[src/rtl/mem_port_pkg.sv]
// mem_port_pkg: shared types and helpers for the byte-serial memory port controller.
//   state_e      - controller FSM states
//   LEN_B/H/W    - legal byte-count encodings (1, 2, 4)
//   IO_SEL_DEF   - default addr[17:16] value that marks an IO access
//   is_io()      - IO address decode
//   norm_len()   - maps any len onto 1/2/4 (illegal values become a word)
//   extend_rdata - sign/zero extension of assembled read data
package mem_port_pkg;

    typedef enum logic [2:0] {
        StIdle,
        StRd,
        StRdLast,
        StWr,
        StDone
    } state_e;

    localparam logic [2:0] LEN_B = 3'd1;
    localparam logic [2:0] LEN_H = 3'd2;
    localparam logic [2:0] LEN_W = 3'd4;

    localparam logic [1:0] IO_SEL_DEF = 2'b11;

    // Caller passes addr[17:16] and the IO selector in force.
    function automatic logic is_io(input logic [1:0] addr_hi, input logic [1:0] io_sel);
        return addr_hi == io_sel;
    endfunction

    function automatic logic [2:0] norm_len(input logic [2:0] len);
        logic [2:0] l;
        case (len)
            LEN_B:   l = LEN_B;
            LEN_H:   l = LEN_H;
            default: l = LEN_W;
        endcase
        return l;
    endfunction

    function automatic logic [31:0] extend_rdata(input logic [31:0] raw, input logic [2:0] len,
                                                 input logic sgn);
        logic [31:0] r;
        case (len)
            LEN_B:   r = {{24{sgn & raw[7]}}, raw[7:0]};
            LEN_H:   r = {{16{sgn & raw[15]}}, raw[15:0]};
            default: r = raw;
        endcase
        return r;
    endfunction

endpackage

[src/rtl/mem_port_ctrl_if.sv]
// mem_port_ctrl_if: request channels plus external byte bus of mem_port_ctrl.
// Per-port signals are flattened; port p occupies slice p.
//   master - controller view (serves requests, drives the external bus)
//   slave  - environment view (requesters and RAM/IO)
interface mem_port_ctrl_if #(
    parameter int unsigned NUM_PORTS = 2,
    parameter int unsigned ADDR_W    = 32
);
    logic                        rdy;
    logic [NUM_PORTS-1:0]        req;
    logic [NUM_PORTS-1:0]        we;
    logic [NUM_PORTS*ADDR_W-1:0] addr;
    logic [NUM_PORTS*32-1:0]     wdata;
    logic [NUM_PORTS*3-1:0]      len;
    logic [NUM_PORTS-1:0]        sgn;
    logic [NUM_PORTS-1:0]        abort;
    logic [NUM_PORTS-1:0]        done;
    logic [31:0]                 rdata;
    logic                        busy;
    logic [7:0]                  mem_din;
    logic                        io_buffer_full;
    logic [7:0]                  mem_dout;
    logic [31:0]                 mem_a;
    logic                        mem_wr;

    modport master (
        input  rdy, req, we, addr, wdata, len, sgn, abort, mem_din, io_buffer_full,
        output done, rdata, busy, mem_dout, mem_a, mem_wr
    );

    modport slave (
        output rdy, req, we, addr, wdata, len, sgn, abort, mem_din, io_buffer_full,
        input  done, rdata, busy, mem_dout, mem_a, mem_wr
    );
endinterface

[src/rtl/mem_port_arb.sv]
// mem_port_arb: combinational request arbiter, one-hot grant out.
//   req_i  - request vector
//   last_i - index of the previous grant (round-robin start point)
//   gnt_o  - one-hot grant, zero when no request
// MEM_PORT_RR_EN defined: round-robin starting at last_i + 1.
// Otherwise fixed priority, lowest index wins.
module mem_port_arb #(
    parameter int unsigned NUM_PORTS = 2,
    parameter int unsigned GW        = 1
) (
    input  logic [NUM_PORTS-1:0] req_i,
    input  logic [GW-1:0]        last_i,
    output logic [NUM_PORTS-1:0] gnt_o
);
`ifdef MEM_PORT_RR_EN
    always_comb begin
        int unsigned idx;
        idx   = 0;
        gnt_o = '0;
        for (int unsigned k = 1; k <= NUM_PORTS; k++) begin
            idx = (32'(last_i) + k) % NUM_PORTS;
            if (gnt_o == '0 && req_i[idx]) gnt_o[idx] = 1'b1;
        end
    end
`else
    logic unused_last;
    assign unused_last = ^last_i;

    // Walk downwards so the lowest requesting index is the final winner.
    always_comb begin
        gnt_o = '0;
        for (int i = NUM_PORTS - 1; i >= 0; i--) begin
            if (req_i[i]) begin
                gnt_o    = '0;
                gnt_o[i] = 1'b1;
            end
        end
    end
`endif
endmodule

[src/rtl/mem_port_ctrl.sv]
// mem_port_ctrl: arbitrates NUM_PORTS request channels onto one 8-bit RAM/IO bus,
// serialising 1/2/4-byte reads and writes little-endian.
//   clk - clock
//   rst - synchronous active-low reset
//   bus - mem_port_ctrl_if.master: requests, done/rdata/busy, external byte bus,
//         rdy pause and io_buffer_full back-pressure
// MEM_PORT_RR_EN selects round-robin arbitration (see mem_port_arb).
module mem_port_ctrl
    import mem_port_pkg::*;
#(
    parameter int unsigned NUM_PORTS = 2,
    parameter int unsigned ADDR_W    = 32,
    parameter logic [1:0]  IO_SEL    = IO_SEL_DEF
) (
    input logic              clk,
    input logic              rst,
    mem_port_ctrl_if.master  bus
);
    localparam int unsigned GW = (NUM_PORTS > 1) ? $clog2(NUM_PORTS) : 1;

    state_e              state_q, state_d;
    logic [GW-1:0]       grant_q, grant_d;
    logic [ADDR_W-1:0]   addr_q, addr_d;
    logic [31:0]         wdata_q, wdata_d;
    logic [2:0]          len_q, len_d;
    logic                sgn_q, sgn_d;
    logic                we_q, we_d;
    logic [2:0]          cnt_q, cnt_d;
    logic [31:0]         rbuf_q;
    // cap_q: the previous cycle issued a read address, so mem_din holds its byte now.
    logic                cap_q, cap_d;
    logic [1:0]          lane_q, lane_d;

    logic [NUM_PORTS-1:0] gnt;
    logic [GW-1:0]        gnt_idx;
    logic [ADDR_W-1:0]    sel_addr, cur_addr;
    logic [31:0]          sel_wdata;
    logic [2:0]           sel_len;
    logic                 sel_sgn, sel_we;
    logic                 abort_hit, io_stall, last_byte;

    mem_port_arb #(
        .NUM_PORTS (NUM_PORTS),
        .GW        (GW)
    ) u_arb (
        .req_i  (bus.req),
        .last_i (grant_q),
        .gnt_o  (gnt)
    );

    always_comb begin
        gnt_idx   = '0;
        sel_addr  = '0;
        sel_wdata = '0;
        sel_len   = '0;
        sel_sgn   = 1'b0;
        sel_we    = 1'b0;
        for (int unsigned p = 0; p < NUM_PORTS; p++) begin
            if (gnt[p]) begin
                gnt_idx   = GW'(p);
                sel_addr  = bus.addr[p*ADDR_W +: ADDR_W];
                sel_wdata = bus.wdata[p*32 +: 32];
                sel_len   = bus.len[p*3 +: 3];
                sel_sgn   = bus.sgn[p];
                sel_we    = bus.we[p];
            end
        end
    end

    assign cur_addr  = addr_q + ADDR_W'(cnt_q);
    assign last_byte = (cnt_q == len_q - 3'd1);
    assign io_stall  = we_q && is_io(cur_addr[17:16], IO_SEL) && bus.io_buffer_full;
    // Writes never abort; a stray abort on another port is ignored.
    assign abort_hit = bus.abort[grant_q] &&
                       (state_q == StRd || state_q == StRdLast || state_q == StDone);

    always_comb begin
        state_d      = state_q;
        grant_d      = grant_q;
        addr_d       = addr_q;
        wdata_d      = wdata_q;
        len_d        = len_q;
        sgn_d        = sgn_q;
        we_d         = we_q;
        cnt_d        = cnt_q;
        cap_d        = 1'b0;
        lane_d       = cnt_q[1:0];
        bus.done     = '0;
        bus.rdata    = '0;
        bus.mem_a    = '0;
        bus.mem_dout = '0;
        bus.mem_wr   = 1'b0;
        bus.busy     = (state_q != StIdle);

        unique case (state_q)
            StIdle: begin
                if (bus.rdy && (|bus.req)) begin
                    grant_d = gnt_idx;
                    addr_d  = sel_addr;
                    wdata_d = sel_wdata;
                    len_d   = norm_len(sel_len);
                    sgn_d   = sel_sgn;
                    we_d    = sel_we;
                    cnt_d   = '0;
                    state_d = sel_we ? StWr : StRd;
                end
            end
            StRd: begin
                bus.mem_a = 32'(cur_addr);
                if (abort_hit) begin
                    state_d = StIdle;
                end else if (bus.rdy) begin
                    cap_d = 1'b1;
                    if (last_byte) state_d = StRdLast;
                    else           cnt_d   = cnt_q + 3'd1;
                end
            end
            StRdLast: begin
                if (abort_hit)    state_d = StIdle;
                else if (bus.rdy) state_d = StDone;
            end
            StWr: begin
                bus.mem_a    = 32'(cur_addr);
                bus.mem_dout = wdata_q[{cnt_q[1:0], 3'b000} +: 8];
                if (bus.rdy && !io_stall) begin
                    bus.mem_wr = 1'b1;
                    if (last_byte) state_d = StDone;
                    else           cnt_d   = cnt_q + 3'd1;
                end
            end
            StDone: begin
                if (abort_hit) begin
                    state_d = StIdle;
                end else begin
                    if (!we_q) bus.rdata = extend_rdata(rbuf_q, len_q, sgn_q);
                    // Pulse only on the cycle the FSM actually leaves, so a pause
                    // cannot stretch done.
                    if (bus.rdy) begin
                        bus.done[grant_q] = 1'b1;
                        state_d           = StIdle;
                    end
                end
            end
            default: state_d = StIdle;
        endcase
    end

    always_ff @(posedge clk) begin
        if (!rst) begin
            state_q <= StIdle;
            grant_q <= '0;
            addr_q  <= '0;
            wdata_q <= '0;
            len_q   <= '0;
            sgn_q   <= 1'b0;
            we_q    <= 1'b0;
            cnt_q   <= '0;
            rbuf_q  <= '0;
            cap_q   <= 1'b0;
            lane_q  <= '0;
        end else begin
            state_q <= state_d;
            grant_q <= grant_d;
            addr_q  <= addr_d;
            wdata_q <= wdata_d;
            len_q   <= len_d;
            sgn_q   <= sgn_d;
            we_q    <= we_d;
            cnt_q   <= cnt_d;
            cap_q   <= cap_d;
            lane_q  <= lane_d;
            // The byte lands regardless of the current rdy; only its address cycle matters.
            if (cap_q) rbuf_q[{lane_q, 3'b000} +: 8] <= bus.mem_din;
        end
    end

endmodule

[src/flat_wrapper.sv]
// flat-port wrapper written by rule: the top's interface ports become plain ports
module mem_port_ctrl_flat import mem_port_pkg::*;
#(
    parameter int unsigned NUM_PORTS = 2,
    parameter int unsigned ADDR_W    = 32,
    parameter logic [1:0]  IO_SEL    = IO_SEL_DEF
)
  (clk, rst, bus_rdy, bus_req, bus_we, bus_addr, bus_wdata, bus_len, bus_sgn, bus_abort, bus_mem_din, bus_io_buffer_full, bus_done, bus_rdata, bus_busy, bus_mem_dout, bus_mem_a, bus_mem_wr);
  mem_port_ctrl_if #(.NUM_PORTS(NUM_PORTS), .ADDR_W(ADDR_W)) bus_i ();
  input logic clk;
  input logic rst;
  input wire logic [$bits(bus_i.rdy)-1:0] bus_rdy;
  input wire logic [$bits(bus_i.req)-1:0] bus_req;
  input wire logic [$bits(bus_i.we)-1:0] bus_we;
  input wire logic [$bits(bus_i.addr)-1:0] bus_addr;
  input wire logic [$bits(bus_i.wdata)-1:0] bus_wdata;
  input wire logic [$bits(bus_i.len)-1:0] bus_len;
  input wire logic [$bits(bus_i.sgn)-1:0] bus_sgn;
  input wire logic [$bits(bus_i.abort)-1:0] bus_abort;
  input wire logic [$bits(bus_i.mem_din)-1:0] bus_mem_din;
  input wire logic [$bits(bus_i.io_buffer_full)-1:0] bus_io_buffer_full;
  output wire logic [$bits(bus_i.done)-1:0] bus_done;
  output wire logic [$bits(bus_i.rdata)-1:0] bus_rdata;
  output wire logic [$bits(bus_i.busy)-1:0] bus_busy;
  output wire logic [$bits(bus_i.mem_dout)-1:0] bus_mem_dout;
  output wire logic [$bits(bus_i.mem_a)-1:0] bus_mem_a;
  output wire logic [$bits(bus_i.mem_wr)-1:0] bus_mem_wr;
  assign bus_i.rdy = bus_rdy;
  assign bus_i.req = bus_req;
  assign bus_i.we = bus_we;
  assign bus_i.addr = bus_addr;
  assign bus_i.wdata = bus_wdata;
  assign bus_i.len = bus_len;
  assign bus_i.sgn = bus_sgn;
  assign bus_i.abort = bus_abort;
  assign bus_i.mem_din = bus_mem_din;
  assign bus_i.io_buffer_full = bus_io_buffer_full;
  assign bus_done = bus_i.done;
  assign bus_rdata = bus_i.rdata;
  assign bus_busy = bus_i.busy;
  assign bus_mem_dout = bus_i.mem_dout;
  assign bus_mem_a = bus_i.mem_a;
  assign bus_mem_wr = bus_i.mem_wr;
  mem_port_ctrl #(.NUM_PORTS(NUM_PORTS), .ADDR_W(ADDR_W), .IO_SEL(IO_SEL)) u_core (.clk(clk), .rst(rst), .bus(bus_i));
endmodule
[config.mk]
export PLATFORM = sky130hd
export DESIGN_NAME = mem_port_ctrl_flat
export DESIGN_NICKNAME = d
export VERILOG_FILES = /design/src/rtl/mem_port_pkg.sv /design/src/rtl/mem_port_ctrl_if.sv /design/src/rtl/mem_port_arb.sv /design/src/rtl/mem_port_ctrl.sv /design/src/flat_wrapper.sv
export SDC_FILE = /design/constraint.sdc
export NUM_CORES = 1
export LEC_CHECK = 0
export ABC_AREA = 1
export CELL_PAD_IN_SITES_DETAIL_PLACEMENT = 0
export CELL_PAD_IN_SITES_GLOBAL_PLACEMENT = 1
export CORE_UTILIZATION = 28
export CTS_CLUSTER_SIZE = 8
export DETAILED_ROUTE_END_ITERATION = 6
export PLACE_DENSITY_LB_ADDON = 0.1
export SYNTH_ARGS = -nofsm -noshare
export SYNTH_HDL_FRONTEND = slang
export SYNTH_SLANG_ARGS = --single-unit
export TNS_END_PERCENT = 10
[constraint.sdc]
create_clock -name clk -period 2.8 [get_ports clk]
set_input_delay 0.42 -clock clk [delete_from_list [all_inputs] [get_ports clk]]
set_output_delay 0.42 -clock clk [all_outputs]
set_load 0.05 [all_outputs]
==> impl_metrics.prom, run 1 <==
# TYPE chip_impl_metric gauge
chip_impl_metric{name="layout.area.seq",unit="um^2"} 2230
chip_impl_metric{name="global_route.overflow_total",unit=""} 0
chip_impl_metric{name="ant_nets",unit=""} 0
chip_impl_metric{name="grt_antenna_before_repair",unit=""} 4
chip_impl_metric{name="maximum_number_of_pins_on_one_net_before_global_route_repair",unit=""} 70
chip_impl_metric{name="clock_buffers_created_by_tritoncts",unit=""} 9
chip_impl_metric{name="routed_wl",unit="um"} 25000
chip_impl_info{name="root_buffer",value="sky130_fd_sc_hd__clkbuf_16"} 1
chip_impl_metric{name="rows",unit=""} 55
chip_impl_metric{name="critical_path_arrival",unit="ns"} 2.60
chip_impl_info{name="ys_top_cells_by_count",value="sky130_fd_sc_hd__nand2_1 (196), sky130_fd_sc_hd__nand3_1 (155), sky130_fd_sc_hd__nor2_1 (149)"} 1
chip_impl_metric{name="power.leakage",unit="uW"} 0.00378
chip_impl_info{name="worst_setup_path_start_kind",value="flip-flop"} 1
chip_impl_info{name="synthTopCellsByArea",value="sky130_fd_sc_hd__dfxtp_1 (34%), sky130_fd_sc_hd__nand3_1 (12%), sky130_fd_sc_hd__nand2_1 (11%)"} 1
chip_impl_info{name="run_status",value="complete, but fails checks"} 1
chip_impl_info{name="cts_tree",value="done"} 1
chip_impl_metric{name="instance_count_after_placement_with_tap_cells_included",unit=""} 1524
chip_impl_metric{name="synthesis.nets",unit=""} 1175
chip_impl_metric{name="first_global_vias",unit=""} 7435
chip_impl_metric{name="design.die.area",unit="um^2"} 24200
chip_impl_metric{name="tritoncts_num_sinks",unit=""} 111
chip_impl_info{name="synth_flop_cell",value="sky130_fd_sc_hd__dfxtp_1"} 1
chip_impl_metric{name="timing.clock.skew",unit="ns"} 0.00586
chip_impl_metric{name="fillerInstances",unit=""} 2334
chip_impl_metric{name="number_of_flops_mapped_to_enable_cells_by_yosys",unit=""} 0
chip_impl_metric{name="avg_vias_per_cell",unit=""} 4.89
chip_impl_metric{name="io_buffer_count",unit=""} 229
chip_impl_metric{name="syn_inst",unit=""} 1008
chip_impl_metric{name="power.total",unit="uW"} 6410
chip_impl_metric{name="finalCriticalPeriod",unit="ns"} 3.02
chip_impl_metric{name="maxCapViolCount",unit=""} 0
chip_impl_metric{name="synthAdderAreaFrac",unit=""} 0.0258
chip_impl_metric{name="insertion_delay",unit="ns"} 0.36
chip_impl_metric{name="synth_top_cell_area_share",unit=""} 0.336
chip_impl_info{name="rsz0062_at_grt",value="yes"} 1
chip_impl_metric{name="yosysWarningCount",unit=""} 0
chip_impl_metric{name="multi_input_comb_area",unit="um^2"} 4090
chip_impl_metric{name="chipWidth",unit="um"} 156
chip_impl_info{name="setup.worst_path.end_class",value="primary output"} 1
chip_impl_metric{name="yosys-mux-area-fraction",unit=""} 0
chip_impl_metric{name="dpl_cell_area",unit="um^2"} 10000
chip_impl_metric{name="share_of_flip_flops_with_an_asynchronous_set_or_reset_after_synthesis",unit=""} 0
chip_impl_metric{name="clk_pin_slew",unit="ns"} 0.08
chip_impl_info{name="violations_in_the_final_reports",value="setup timing"} 1
chip_impl_info{name="yosysMostFrequentCell",value="sky130_fd_sc_hd__nand2_1"} 1
chip_impl_metric{name="synthesis.area_per_instance",unit="um^2"} 6.55
chip_impl_metric{name="cts_max_level",unit=""} 3
chip_impl_metric{name="worst_ir_drop_vdd",unit="uV"} 369
chip_impl_metric{name="instances_no_fill",unit=""} 1548
chip_impl_metric{name="worst_ep_required_time",unit="ns"} 2.38
chip_impl_metric{name="total_of_endpoints_with_negative_setup_slack_in_the_final_report",unit=""} 10
chip_impl_metric{name="synth-xor-area-share",unit=""} 0.00796
chip_impl_metric{name="io_pins",unit=""} 230
chip_impl_metric{name="period_share",unit=""} 1.08
chip_impl_metric{name="timing.fmax",unit="MHz"} 331
chip_impl_metric{name="drt-initial-drc-count",unit=""} 376
chip_impl_info{name="post_synth_top_area_cell",value="sky130_fd_sc_hd__dfxtp_1"} 1
chip_impl_metric{name="maxSlewViolCount",unit=""} 0
chip_impl_metric{name="effective_utilization_at_floorplan",unit=""} 0.288
chip_impl_metric{name="worst_case_headroom_to_the_max_slew_limit",unit=""} 0.543
chip_impl_info{name="hold_path_class",value="flip-flop to flip-flop"} 1
chip_impl_metric{name="fin_area",unit="um^2"} 10600
chip_impl_metric{name="drive_above_1_share",unit=""} 0.181
chip_impl_metric{name="pre_cts_ws",unit="ns"} 0.0261
chip_impl_metric{name="ys_ff_latch",unit=""} 111
chip_impl_metric{name="hold_viol_final",unit=""} 0
chip_impl_metric{name="synth_simple_gate_area_share",unit=""} 0.384
chip_impl_metric{name="worst_slack",unit="ns"} -0.222
chip_impl_metric{name="place.gp.congestion",unit=""} 0.837
chip_impl_metric{name="wire_per_inst",unit="um"} 16.2
chip_impl_metric{name="dpl.hpwl",unit="um"} 18800
chip_impl_metric{name="setup_tns",unit="ns"} -0.955
chip_impl_metric{name="drt_pass1_iterations",unit=""} 4
chip_impl_info{name="timing_worst_setup_path_type",value="flip-flop to primary output"} 1
chip_impl_metric{name="cts-root-to-sink-buffers",unit=""} 2
chip_impl_metric{name="die-height",unit="um"} 156
chip_impl_metric{name="globalRouteTotalUtil",unit=""} 0.210
chip_impl_metric{name="flow.area_growth_from_synthesis",unit="%"} 60.5
chip_impl_metric{name="synthDistinctLibCells",unit=""} 44
chip_impl_metric{name="grt_pass1_wl",unit="um"} 40200
chip_impl_metric{name="fin_nets",unit=""} 1394
chip_impl_metric{name="worstMarginPinSlew",unit="ns"} 0.685
chip_impl_metric{name="yosysSeqAreaShare",unit=""} 0.336
chip_impl_info{name="main_combinational_cell_family_by_area_after_synthesis",value="simple AND/OR/NAND/NOR gates"} 1
chip_impl_metric{name="path_max_fanout",unit=""} 5
chip_impl_metric{name="placeable_core_region",unit="um^2"} 22900
chip_impl_metric{name="power_density",unit="nW/um^2"} 605
chip_impl_metric{name="synth_compound_area_frac",unit=""} 0.163
chip_impl_metric{name="vias",unit=""} 7567
chip_impl_metric{name="route.detailed.drc",unit=""} 0
chip_impl_metric{name="syn_area",unit="um^2"} 6600
==> worst max-delay path, stage by stage (launching register included) <==
cell,delay (ns)
sky130_fd_sc_hd__dfxtp_2,0.36
sky130_fd_sc_hd__ha_4,0.14
sky130_fd_sc_hd__inv_2,0.03
sky130_fd_sc_hd__fa_2,0.34
sky130_fd_sc_hd__inv_2,0.07
sky130_fd_sc_hd__nand2_2,0.05
sky130_fd_sc_hd__nand2_2,0.07
sky130_fd_sc_hd__nand2_4,0.06
sky130_fd_sc_hd__nor2_4,0.09
sky130_fd_sc_hd__nand2_2,0.07
sky130_fd_sc_hd__nor3_4,0.19
sky130_fd_sc_hd__nand3_4,0.14
sky130_fd_sc_hd__nor2_4,0.17
sky130_fd_sc_hd__a31oi_1,0.15
sky130_fd_sc_hd__nor2_4,0.14
sky130_fd_sc_hd__buf_12,0.14
==> cell type report <==
type | count | share of cell area
clock buffers | 10 | 0.0225
well taps | 313 | 0.0369
inverters | 81 | 0.0292
flip-flops and latches | 111 | 0.210
multi-input cells | 758 | 0.386
repair buffers | 266 | 0.307
clock inverters | 6 | 0.00815
diodes | 3 | 0.000708
==> layer usage <==
metal  wire (um)  GRT usage  vias up  share of wire
li1            -          -     3839              -
met1       11700      0.279     3527           0.47
met2       11600      0.338      171           0.46
met3        1270     0.0458       28          0.051
met4         448     0.0626        2          0.018
met5          13          0        -        0.00052
==> final timing paths <==
kind                                   from                        endpoint  slack [ns]  cells past startpoint
max            u_core.cnt_q[0]$_SDFFE_PN0P_                   bus_mem_a[30]       -0.22                     15
max reg2reg    u_core.cnt_q[0]$_SDFFE_PN0P_    u_core.cnt_q[0]$_SDFFE_PN0P_        0.49                     18
min reg2reg  u_core.rbuf_q[17]$_SDFFE_PN0P_  u_core.rbuf_q[17]$_SDFFE_PN0P_        0.47                      2
min          u_core.rbuf_q[17]$_SDFFE_PN0P_  u_core.rbuf_q[17]$_SDFFE_PN0P_        0.47                      2
==> per-stage QoR <==
step | hold WS, ns | utilization
CTS | 0.470 | 0.458
floorplan | 0.442 | -
detailed placement | 0.456 | 0.438
global route | 0.484 | 0.462
global placement | 0.452 | 0.438
finish | 0.470 | 0.463
==> placed cells by master, fill, tap and decap left out, types with 3 or more instances in the layout <==
master and instances:
sky130_fd_sc_hd__ha_1 9, sky130_fd_sc_hd__a22oi_1 13, sky130_fd_sc_hd__nand3_2 4, sky130_fd_sc_hd__o21ai_0 30, sky130_fd_sc_hd__nor2_1 131, sky130_fd_sc_hd__buf_4 42, sky130_fd_sc_hd__o21a_1 3, sky130_fd_sc_hd__nor3_4 4
sky130_fd_sc_hd__a22o_1 3, sky130_fd_sc_hd__nand3_4 4, sky130_fd_sc_hd__xor2_1 4, sky130_fd_sc_hd__nand2_2 12, sky130_fd_sc_hd__inv_2 12, sky130_fd_sc_hd__nand2_4 3, sky130_fd_sc_hd__o21ai_1 5, sky130_fd_sc_hd__nor2_4 11
sky130_fd_sc_hd__nor3_2 4, sky130_fd_sc_hd__diode_2 3, sky130_fd_sc_hd__clkdlybuf4s50_1 153, sky130_fd_sc_hd__a21oi_1 49, sky130_fd_sc_hd__clkbuf_16 9, sky130_fd_sc_hd__nor3_1 6, sky130_fd_sc_hd__dfxtp_2 3, sky130_fd_sc_hd__dfxtp_1 108
sky130_fd_sc_hd__nand2_1 191, sky130_fd_sc_hd__nor2_2 19, sky130_fd_sc_hd__inv_1 65, sky130_fd_sc_hd__a31oi_1 66, sky130_fd_sc_hd__nand4_1 5, sky130_fd_sc_hd__nand3_1 153, sky130_fd_sc_hd__buf_12 70
==> timing repair <==
item,in CTS,in global routing
resized for setup,28,29
pin swaps,9,9
hold buffers,0,0
endpoints found under the hold margin,0,0
setup endpoints to repair,33,35
setup buffers,4,1
==> where the power goes <==
part / switching, uW / internal, uW / leakage (uW)
sequential: 197 / 1770 / 0.000902
combinational: 1890 / 1110 / 0.00271
clock: 702 / 747 / 0.000160
total: 2790 / 3620 / 0.00378
==> kinds of logic (layout without fill, tap and decap cells) <==
group | after synthesis | after routing
buf+inv | 139 | 363
other cells | 0 | 3
compound gates | 183 | 183
xor+xnor | 6 | 6
simple gates | 556 | 556
flops | 111 | 111
fa+ha+maj | 13 | 13
==> flip-flops by register name, summed over array words and instances (netlist names) <==
signal	cells
u_core.state_q	3
u_core.cnt_q	3
u_core.rbuf_q	32
u_core.len_q	3
u_core.addr_q	32
u_core.wdata_q	32
u_core.grant_q	1
u_core.we_q	1
u_core.lane_q	2
u_core.sgn_q	1
u_core.cap_q	1
Note: power is estimated with default switching activity, not from simulation.
==> run 2, diff against run 1 <==
--- a/config.mk
+++ b/config.mk
@@ -8,6 +8,7 @@
 export ABC_AREA = 1
 export CELL_PAD_IN_SITES_DETAIL_PLACEMENT = 0
 export CELL_PAD_IN_SITES_GLOBAL_PLACEMENT = 1
+export CORE_MARGIN = 2
 export CORE_UTILIZATION = 28
 export CTS_CLUSTER_SIZE = 8
 export DETAILED_ROUTE_END_ITERATION = 6
==> run 2 against run 1 <==
The flow still finishes with violations (setup timing). Flip-flop and latch count is the same. Critical path depth grew 1. Final area shrank 1.3%. Worst hold slack lost 0.0030 ns. Clock skew grew 0.0010 ns. Wire length shrank 2.2%. Largest power group unchanged. Critical path type unchanged. Total power shrank 3.3%.
==> impl_metrics.prom, run 2 (same netlist as run 1, synthesis figures left out) <==
# TYPE chip_impl_metric gauge
chip_impl_metric{name="flow.area_growth_from_synthesis",unit="%"} 58.4
chip_impl_metric{name="global_route.overflow_total",unit=""} 0
chip_impl_info{name="most-common-layout-cells",value="sky130_fd_sc_hd__nand2_1 (192), sky130_fd_sc_hd__nand3_1 (153), sky130_fd_sc_hd__clkdlybuf4s50_1 (153)"} 1
chip_impl_metric{name="worst_slack",unit="ns"} -0.243
chip_impl_metric{name="path_max_fanout",unit=""} 5
chip_impl_metric{name="wire_per_inst",unit="um"} 15.8
chip_impl_metric{name="rows",unit=""} 56
chip_impl_metric{name="grt_antenna_before_repair",unit=""} 3
chip_impl_metric{name="comb_power_share",unit=""} 0.472
chip_impl_metric{name="avg_vias_per_cell",unit=""} 4.80
chip_impl_metric{name="tritoncts_num_sinks",unit=""} 111
chip_impl_metric{name="die-height",unit="um"} 158
chip_impl_metric{name="vias",unit=""} 7426
chip_impl_metric{name="dpl.hpwl",unit="um"} 18400
chip_impl_metric{name="worst_ep_required_time",unit="ns"} 2.38
chip_impl_metric{name="worst_ir_drop_vdd",unit="uV"} 363
chip_impl_info{name="timing_worst_setup_path_type",value="flip-flop to primary output"} 1
chip_impl_info{name="crit_path_top_delay_cell",value="sky130_fd_sc_hd__dfxtp_2"} 1
chip_impl_metric{name="fin_nets",unit=""} 1388
chip_impl_info{name="cts_tree",value="done"} 1
chip_impl_metric{name="maxCapViolCount",unit=""} 0
chip_impl_metric{name="cts_max_level",unit=""} 3
chip_impl_info{name="root_buffer",value="sky130_fd_sc_hd__clkbuf_16"} 1
chip_impl_metric{name="power.share.sequential",unit=""} 0.316
chip_impl_metric{name="route.detailed.drc",unit=""} 0
chip_impl_metric{name="ant_nets",unit=""} 0
chip_impl_metric{name="period_share",unit=""} 1.09
chip_impl_metric{name="drive_above_1_share",unit=""} 0.164
chip_impl_metric{name="grt_pass1_wl",unit="um"} 39100
chip_impl_metric{name="globalRouteTotalUtil",unit=""} 0.200
chip_impl_metric{name="place.gp.congestion",unit=""} 0.856
chip_impl_metric{name="power_report.internal_total",unit="uW"} 3490
chip_impl_metric{name="routed_wl",unit="um"} 24500
chip_impl_metric{name="fillerInstances",unit=""} 2391
chip_impl_metric{name="multi_input_comb_area",unit="um^2"} 4020
chip_impl_metric{name="clk_pin_slew",unit="ns"} 0.09
chip_impl_metric{name="maxSlewViolCount",unit=""} 0
chip_impl_info{name="hold_path_class",value="flip-flop to flip-flop"} 1
chip_impl_metric{name="timing.fmax",unit="MHz"} 329
chip_impl_metric{name="drt-initial-drc-count",unit=""} 445
chip_impl_info{name="setup.worst_path.end_class",value="primary output"} 1
chip_impl_metric{name="power.total",unit="uW"} 6200
chip_impl_info{name="final_common_cell",value="sky130_fd_sc_hd__nand2_1"} 1
chip_impl_metric{name="insertion_delay",unit="ns"} 0.36
chip_impl_metric{name="cts-root-to-sink-buffers",unit=""} 2
chip_impl_metric{name="io_pins",unit=""} 230
chip_impl_metric{name="design.die.area",unit="um^2"} 24800
chip_impl_metric{name="setup_tns",unit="ns"} -1.32
chip_impl_info{name="biggestRegsByFlops",value="u_core.addr_q x32, u_core.rbuf_q x32, u_core.wdata_q x32"} 1
chip_impl_info{name="run_status",value="complete, but fails checks"} 1
chip_impl_info{name="path_cells",value="ha_4, inv_2, fa_2, inv_2, nand2_2, nand2_1, nand2_2, nor2_4, nand2_2, nor3_4, nand3_2, nor2_4, nand4_1, nand2_1, nor2_4, buf_12"} 1
chip_impl_metric{name="clock_buffers_created_by_tritoncts",unit=""} 9
chip_impl_metric{name="io_buffer_count",unit=""} 229
chip_impl_metric{name="power.leakage",unit="uW"} 0.00372
chip_impl_metric{name="total_switching_power",unit="uW"} 2710
chip_impl_metric{name="layout.area.seq",unit="um^2"} 2230
chip_impl_info{name="worst_setup_path_start_kind",value="flip-flop"} 1
chip_impl_info{name="rsz0062_at_grt",value="yes"} 1
chip_impl_info{name="violations_in_the_final_reports",value="setup timing"} 1
chip_impl_metric{name="worstMarginPinSlew",unit="ns"} 0.789
chip_impl_metric{name="chipWidth",unit="um"} 158
chip_impl_metric{name="effective_utilization_at_floorplan",unit=""} 0.283
chip_impl_metric{name="drt_pass1_iterations",unit=""} 5
chip_impl_metric{name="p_sw_frac",unit=""} 0.438
chip_impl_metric{name="timing.clock.skew",unit="ns"} 0.00688
chip_impl_metric{name="total_of_endpoints_with_negative_setup_slack_in_the_final_report",unit=""} 13
chip_impl_metric{name="power_density",unit="nW/um^2"} 593
chip_impl_metric{name="maximum_number_of_pins_on_one_net_before_global_route_repair",unit=""} 103
chip_impl_metric{name="clock_power_share",unit=""} 0.212
chip_impl_metric{name="critical-path-max-stage-delay",unit="ns"} 0.37
chip_impl_metric{name="finalCriticalPeriod",unit="ns"} 3.04
chip_impl_metric{name="critical_path_arrival",unit="ns"} 2.62
chip_impl_metric{name="hold_viol_final",unit=""} 0
chip_impl_metric{name="placeable_core_region",unit="um^2"} 23300
chip_impl_metric{name="first_global_vias",unit=""} 7109
chip_impl_metric{name="worst_case_headroom_to_the_max_slew_limit",unit=""} 0.474
## run 2: cell types whose count changed in the layout (fill, tap and decap cells not counted), sizes merged
cell      change
inv           +3
clkbuf        -1
clkinvlp      -1
bufinv        -1
buf           -6
## run 2: routing by layer
metal	wire length (um)	vias to the layer above	track usage
met5	0	-	0
met4	304	0	0.0554
met3	1480	15	0.0408
met2	11300	176	0.316
met1	11400	3408	0.275
li1	-	3827	-
## run 2: worst max-delay path: cells and delay by family (launching register included)
kind	cells	cell delay, ns
AND/OR/NAND/NOR	11	1.14
flip-flops	1	0.37
buffers and inverters	3	0.25
adder cells (fa/ha/maj)	2	0.48
## run 2: power by group through the flow
| stage | combinational, uW | clock, uW | sequential [uW] |
|---|---|---|---|
| 6_report | 2930 | 1310 | 1960 |
| 5_1_grt | 3260 | 1410 | 1990 |
| 2_1_floorplan | 1880 | 0 | 1930 |
| 4_1_cts | 2950 | 1360 | 1960 |
| 3_5_place_dp | 2910 | 0 | 1980 |
| 3_3_place_gp | 2910 | 0 | 1980 |
## run 2: final timing paths
path	from	end	slack, ns	cells past startpoint
min reg2reg	u_core.rbuf_q[21]$_SDFFE_PN0P_	u_core.rbuf_q[21]$_SDFFE_PN0P_	0.47	2
min	u_core.rbuf_q[21]$_SDFFE_PN0P_	u_core.rbuf_q[21]$_SDFFE_PN0P_	0.47	2
max reg2reg	u_core.cnt_q[0]$_SDFFE_PN0P_	u_core.cnt_q[1]$_SDFFE_PN0P_	0.54	18
max	u_core.cnt_q[0]$_SDFFE_PN0P_	bus_mem_a[30]	-0.24	16
## run 2: what timing repair did
| action | 4_1_cts | 5_1_grt |
|---|---|---|
| hold buffers | 0 | 0 |
| pin swaps | 3 | 3 |
| setup endpoints to repair | 31 | 32 |
| buffers inserted | 3 | 0 |
| resized for setup | 30 | 7 |
## run 2: final cells by class
class / instances / share of cell area
antenna: 3 / 0.000718
multi-input combinational: 758 / 0.385
tap: 319 / 0.0382
timing repair buffer: 260 / 0.307
sequential: 111 / 0.213
inverter: 81 / 0.0292
clock inverter: 7 / 0.00586
clock buffer: 9 / 0.0215
## run 2: through the flow
stage	cell area (um^2)	util	std cells	hold WS (ns)	worst slack, ns
floorplan	6660	-	1008	0.442	-0.279
global placement	10000	0.429	1526	0.453	0.0415
detailed placement	10000	0.429	1526	0.455	0.00589
CTS	10400	0.447	1545	0.469	-0.230
global route	10500	0.448	1547	0.490	-0.393
finish	10500	0.448	1548	0.467	-0.243
